[config.mk]
export PLATFORM = sky130hd
export DESIGN_NAME = spi_burst_master
export DESIGN_NICKNAME = d
export VERILOG_FILES = /design/src/rtl/spi_burst_master.sv
export SDC_FILE = /design/constraint.sdc
export NUM_CORES = 1
export LEC_CHECK = 0
export CELL_PAD_IN_SITES_DETAIL_PLACEMENT = 1
export CELL_PAD_IN_SITES_GLOBAL_PLACEMENT = 1
export CORE_AREA = 2 2 125 127
export DETAILED_ROUTE_END_ITERATION = 10
export DIE_AREA = 0 0 127 129
export PLACE_DENSITY_LB_ADDON = 0.1
export SYNTH_ARGS = -nofsm -noshare
export SYNTH_HDL_FRONTEND = slang
export SYNTH_SLANG_ARGS = --single-unit
[constraint.sdc]
create_clock -name clk -period 5.05 [get_ports clk]
set_input_delay 1.01 -clock clk [delete_from_list [all_inputs] [get_ports clk]]
set_output_delay 1.01 -clock clk [all_outputs]
set_load 0.02 [all_outputs]
[src/rtl/spi_burst_master.sv]
// SPI master for the LCD path: a small TX FIFO of {last,dc,data} words feeds a shifter
// with runtime divider, CPOL/CPHA and bit order. CS stays low until a word tagged last completes.
module spi_burst_master #(
  parameter int DATA_W     = 8,
  parameter int FIFO_DEPTH = 8,
  parameter int DIV_W      = 8
) (
  input  logic                               clk,
  input  logic                               reset_n,
  input  logic [DIV_W-1:0]                   cfg_div,
  input  logic                               cfg_cpol,
  input  logic                               cfg_cpha,
  input  logic                               cfg_lsb_first,
  input  logic                               tx_valid,
  output logic                               tx_ready,
  input  logic [DATA_W-1:0]                  tx_data,
  input  logic                               tx_dc,
  input  logic                               tx_last,
  output logic [$clog2(FIFO_DEPTH+1)-1:0]    fifo_level,
  output logic                               busy,
  output logic                               done,
  output logic                               spi_clk,
  output logic                               spi_mosi,
  output logic                               spi_cs_n,
  output logic                               lcd_dc
);

  localparam int AW = $clog2(FIFO_DEPTH);
  localparam int LW = $clog2(FIFO_DEPTH+1);
  localparam int EW = DATA_W + 2;
  localparam int BW = $clog2(DATA_W+1);

  typedef enum logic [2:0] {
    ST_IDLE    = 3'd0,
    ST_LEAD    = 3'd1,
    ST_TRAIL   = 3'd2,
    ST_STALL   = 3'd3,
    ST_CS_HOLD = 3'd4
  } state_t;

  logic [EW-1:0]     mem_q [FIFO_DEPTH];
  logic [AW-1:0]     wr_ptr_q, rd_ptr_q;
  logic [LW-1:0]     level_q;

  state_t            state_q;
  logic [DIV_W-1:0]  cnt_q;
  logic [BW-1:0]     bit_q;
  logic [DATA_W-1:0] shift_q;
  logic              last_q;
  logic              cs_n_q, sclk_q, mosi_q, dc_q, busy_q, done_q;
  logic [DIV_W-1:0]  div_q;
  logic              cpol_q, cpha_q, lsb_q;

  logic              push, pop, fifo_empty;
  logic [EW-1:0]     head;
  logic              use_cfg, eff_cpha, eff_lsb;
  logic [DIV_W-1:0]  eff_div;

  function automatic logic first_bit(input logic [DATA_W-1:0] w, input logic lsb);
    return lsb ? w[0] : w[DATA_W-1];
  endfunction

  function automatic logic [DATA_W-1:0] advance(input logic [DATA_W-1:0] w, input logic lsb);
    return lsb ? (w >> 1) : (w << 1);
  endfunction

  assign fifo_empty = (level_q == '0);
  assign tx_ready   = (level_q != LW'(FIFO_DEPTH));
  assign push       = tx_valid && tx_ready;
  assign head       = mem_q[rd_ptr_q];

  // The head word is popped from IDLE/STALL, or at the final trailing edge of a non-last word
  // so consecutive words stream with no gap.
  always_comb begin
    pop = 1'b0;
    if (!fifo_empty) begin
      case (state_q)
        ST_IDLE, ST_STALL: pop = 1'b1;
        ST_TRAIL:          pop = (cnt_q == '0) && (bit_q == BW'(1)) && !last_q;
        default:           pop = 1'b0;
      endcase
    end
  end

  assign use_cfg  = (state_q == ST_IDLE);
  assign eff_cpha = use_cfg ? cfg_cpha      : cpha_q;
  assign eff_lsb  = use_cfg ? cfg_lsb_first : lsb_q;
  assign eff_div  = use_cfg ? cfg_div       : div_q;

  always_ff @(posedge clk) begin
    if (push) mem_q[wr_ptr_q] <= {tx_last, tx_dc, tx_data};
  end

  always_ff @(posedge clk or negedge reset_n) begin
    if (!reset_n) begin
      wr_ptr_q <= '0;
      rd_ptr_q <= '0;
      level_q  <= '0;
    end else begin
      if (push) wr_ptr_q <= wr_ptr_q + AW'(1);
      if (pop)  rd_ptr_q <= rd_ptr_q + AW'(1);
      case ({push, pop})
        2'b10:   level_q <= level_q + LW'(1);
        2'b01:   level_q <= level_q - LW'(1);
        default: level_q <= level_q;
      endcase
    end
  end

  always_ff @(posedge clk or negedge reset_n) begin
    if (!reset_n) begin
      state_q <= ST_IDLE;
      cnt_q   <= '0;
      bit_q   <= '0;
      shift_q <= '0;
      last_q  <= 1'b0;
      cs_n_q  <= 1'b1;
      sclk_q  <= 1'b0;
      mosi_q  <= 1'b0;
      dc_q    <= 1'b0;
      busy_q  <= 1'b0;
      done_q  <= 1'b0;
      div_q   <= '0;
      cpol_q  <= 1'b0;
      cpha_q  <= 1'b0;
      lsb_q   <= 1'b0;
    end else begin
      done_q <= 1'b0;
      case (state_q)
        ST_IDLE: begin
          sclk_q <= cfg_cpol;
          if (pop) begin
            div_q  <= cfg_div;
            cpol_q <= cfg_cpol;
            cpha_q <= cfg_cpha;
            lsb_q  <= cfg_lsb_first;
          end
        end
        ST_LEAD: begin
          if (cnt_q == '0) begin
            sclk_q  <= ~cpol_q;
            cnt_q   <= div_q;
            state_q <= ST_TRAIL;
            if (cpha_q) begin
              mosi_q  <= first_bit(shift_q, lsb_q);
              shift_q <= advance(shift_q, lsb_q);
            end
          end else begin
            cnt_q <= cnt_q - DIV_W'(1);
          end
        end
        ST_TRAIL: begin
          if (cnt_q == '0) begin
            sclk_q <= cpol_q;
            if (bit_q != BW'(1)) begin
              bit_q   <= bit_q - BW'(1);
              cnt_q   <= div_q;
              state_q <= ST_LEAD;
              if (!cpha_q) begin
                mosi_q  <= first_bit(shift_q, lsb_q);
                shift_q <= advance(shift_q, lsb_q);
              end
            end else if (last_q) begin
              cnt_q   <= div_q;
              state_q <= ST_CS_HOLD;
            end else if (fifo_empty) begin
              state_q <= ST_STALL;
            end
          end else begin
            cnt_q <= cnt_q - DIV_W'(1);
          end
        end
        ST_STALL: begin
          sclk_q <= cpol_q;
        end
        ST_CS_HOLD: begin
          if (cnt_q == '0) begin
            cs_n_q  <= 1'b1;
            done_q  <= 1'b1;
            busy_q  <= 1'b0;
            state_q <= ST_IDLE;
          end else begin
            cnt_q <= cnt_q - DIV_W'(1);
          end
        end
        default: state_q <= ST_IDLE;
      endcase

      // Word load overrides the per-state updates above.
      if (pop) begin
        cnt_q   <= eff_div;
        bit_q   <= BW'(DATA_W);
        dc_q    <= head[EW-2];
        last_q  <= head[EW-1];
        cs_n_q  <= 1'b0;
        busy_q  <= 1'b1;
        state_q <= ST_LEAD;
        if (eff_cpha) begin
          shift_q <= head[DATA_W-1:0];
        end else begin
          mosi_q  <= first_bit(head[DATA_W-1:0], eff_lsb);
          shift_q <= advance(head[DATA_W-1:0], eff_lsb);
        end
      end
    end
  end

  assign fifo_level = level_q;
  assign busy       = busy_q;
  assign done       = done_q;
  assign spi_clk    = sclk_q;
  assign spi_mosi   = mosi_q;
  assign spi_cs_n   = cs_n_q;
  assign lcd_dc     = dc_q;

endmodule

==> results.sh <==
export IMPL_cp_required_ns=5.35
export IMPL_synth_top_cell_area_share=0.386
export IMPL_netlist_area_sq_mm=0.00622
export IMPL_syn_inst=451
export IMPL_placed_cells=660
export IMPL_status="complete, no violations"
export IMPL_critPathLaunchType="register"
export IMPL_mappedNetlistNets=484
export IMPL_cellPowerDensity_mw_per_mm2=630
export IMPL_synth_most_common_cell="edfxtp_1"
export IMPL_cp_slowest_cell="dfrtp_1"
export IMPL_critPathTopFamily="simple AND/OR/NAND/NOR gates"
export IMPL_worst_slew_pin_slew_ns=1.24
export IMPL_synth_avg_cell_area_sq_um=13.8
export IMPL_drt_iter0_markers=212
export IMPL_vdd_ir_drop_worst_uv=352
export IMPL_clk_insertion_delay_late_ns=0.42
export IMPL_hold_class="register to register"
export IMPL_async_s_r_ff_share_synth=0.389
export IMPL_cts_tree="yes"
export IMPL_synthFlopType="edfxtp_1"
export IMPL_die_w_um=127
export IMPL_final_fill_count=1518
export IMPL_cts_num_sinks=131
export IMPL_drt_wl_total_um=13400
export IMPL_detail_route_first_pass_iterations=4
export IMPL_max_slew_margin=0.171
export IMPL_post_cts_resized_instances=0
export IMPL_h_tree_depth=4
export IMPL_synth_yosys_warnings=0
export IMPL_core_region_area_sq_mm=0.0150
export IMPL_drive_gt1_frac=0.200
export IMPL_critical_path_buf_inv_count=1
export IMPL_unrepaired_setup_endpoints_after_global_routing="false"
export IMPL_finClkSkew_ns=0.0118
export IMPL_remaining_number_of_nets_flagged_by_the_antenna_check_after_routing=0
export IMPL_global_route_wire_length_before_repair_um=22100
export IMPL_netlist_cell_type_count=52
export IMPL_timing_final_max_slew_violations=0
export IMPL_ys_ff_latch=131
export IMPL_worst_endpoint_arrival_ns=3.21
export IMPL_gr_usage_all_layers=0.179
export IMPL_floorplan_die_area_sq_mm=0.0164
export IMPL_tritoncts_num_buffers=17
export IMPL_timing_setup_critical_path_class="register to register"
export IMPL_grt_antenna_before_repair=0
export IMPL_io_pins=35
export IMPL_ctsHoldBuffers=0
export IMPL_yosysSeqAreaShare=0.592
export IMPL_worstPathCellList="inv_1, ha_1, nor3b_2, a31oi_1, nor4_4, ha_1, xor2_1, ha_1, a21oi_1, xor2_1, nor2_1, xor2_1"
export IMPL_num_rows=45
export IMPL_count_of_buffers_added_by_post_cts_timing_repair_for_setup=0
export IMPL_dr_max_layer_used="met4"
export IMPL_detail_route_wirelength_met1_um=6460
export IMPL_period_needed_ns=2.91
export IMPL_clock_path_buffers=2
export IMPL_critPathMaxFanout=6
export IMPL_flow_area_growth_from_synthesis_pct=18.4
export IMPL_wl_met2_um=6450
export IMPL_final_setup_tns_ns=0
export IMPL_grt_start_max_net_pins=52
export IMPL_timing_hold_violations_final=0
export IMPL_drc_errors=0
export IMPL_final_nets=524
export IMPL_max_cap_violations=0
export IMPL_yosys_top_cells_count="edfxtp_1 (80), dfrtp_1 (50), mux2i_1 (46)"
export IMPL_io_buffers=34
export IMPL_routabilityCongestion=0.749
export IMPL_overflow=0
export IMPL_met3RoutedLength_um=338
export IMPL_root_buffer="clkbuf_16"
export IMPL_detailedPlacementHpwl_um=8760
export IMPL_timing_critical_path_slowest_cell_delay_ns=0.44
export IMPL_synth_area_leaders="edfxtp_1 (39%), dfrtp_1 (20%), mux2i_1 (7.4%)"
export IMPL_timing_critical_path_to_type="register"
export IMPL_initial_core_utilization=0.415
export IMPL_die_y_um=129
export IMPL_routedWlPerCell_um=19.4
export IMPL_power_leakage_uw=0.00269
export IMPL_number_of_enable_flip_flop_cells_after_synthesis=80
export IMPL_insertedDiodeCount=0
export IMPL_final_period_utilization=0.575
export IMPL_routed_via_density=5.51
export IMPL_fmax_mhz=344
export IMPL_netlist_top_cell_by_area="edfxtp_1"
export IMPL_vias=3814
export IMPL_cts_reportedPaths_clkPinSlew_ns=0.06
export IMPL_final_cell_count_no_fill=692
export IMPL_grt_pass1_vias=4085
export IMPL_timing_final_setup_violations=0
==> final timing paths <==
path / start / end / slack [ns] / cells after the start
hold reg to reg: spi_cs_n / spi_cs_n / 0.51 / 2
setup / recovery: cnt_q[0] / fifo_level[2] / 2.14 / 12
setup reg to reg: cnt_q[0] / fifo_level[2] / 2.14 / 12
max in group asynchronous: reset_n / bit_q[1] / 3.87 / 2
min in group asynchronous: reset_n / div_q[6] / 0.73 / 2
hold / removal: spi_cs_n / spi_cs_n / 0.51 / 2
==> worst min-delay path, delay by kind of cell, from the launching register on <==
| kind | cells | cell delay (ns) |
|---|---|---|
| flops | 1 | 0.37 |
| simple gates | 2 | 0.14 |
==> layout by cell type (no fill, tap or decap), drive strengths merged, types with 4 or more instances in the layout <==
master,n
nand2,19
mux4,8
clkbuf,17
or3,4
nor4,4
nor2,23
a221oi,14
nor3,22
o22ai,19
nor2b,6
xor2,8
a21oi,13
dfrtp,50
o21ai,12
xnor2,8
edfxtp,80
ha,9
mux2,36
clkinv,5
inv,16
nand3,5
buf,10
mux2i,46
clkdlybuf4s50,33
nand2b,7
==> layer usage <==
layer,up-vias,global-route usage
li1,1817,-
met1,1937,0.240
met2,49,0.285
met3,11,0.0524
met4,0,0.0543
met5,-,0
==> kinds of logic after synthesis <==
logic type | count (synthesis) | share of synthesized area
flip-flops | 131 | 0.592
multiplexers | 90 | 0.168
buffers and inverters | 31 | 0.0252
AO/OA/AOI/OAI | 73 | 0.0825
XOR/XNOR | 16 | 0.0225
AND/OR/NAND/NOR | 101 | 0.0918
adder cells (fa/ha/maj) | 9 | 0.0181
==> sequential cells by signal, indices dropped and copies added, names as in the netlist, 3 cells and up <==
signal,flops
mem_q,80
div_q,8
bit_q,4
rd_ptr_q,3
wr_ptr_q,3
fifo_level,4
cnt_q,8
state_q,3
shift_q,8
==> per-stage QoR <==
| stage | area, sq um | util | hold WS (ns) | worst slack [ns] | power (uW) |
|---|---|---|---|---|---|
| after floorplan | 6220 | - | 0.496 | 2.08 | 2920 |
| after global placement | 6750 | 0.450 | 0.472 | 2.02 | 3330 |
| after detailed placement | 6750 | 0.450 | 0.491 | 1.97 | 3380 |
| after CTS | 7360 | 0.492 | 0.506 | 2.11 | 4700 |
| after global routing | 7360 | 0.492 | 0.531 | 1.87 | 4930 |
| final | 7360 | 0.492 | 0.507 | 2.14 | 4640 |
==> report_power, final <==
part | switching, uW | internal [uW]
registers | 281 | 1420
logic | 858 | 785
clock network | 499 | 791
==> area by class of cell <==
class / instances / area (sq um) / share of cell area
repair buffers: 43 / 403 / 0.0547
clock inverters: 15 / 193 / 0.0262
multi-input cells: 289 / 2390 / 0.325
well taps: 188 / 235 / 0.0319
inverters: 9 / 33.8 / 0.00459
clock buffers: 17 / 425 / 0.0578
flip-flops and latches: 131 / 3680 / 0.500
Power figures use the tool's default switching activity.
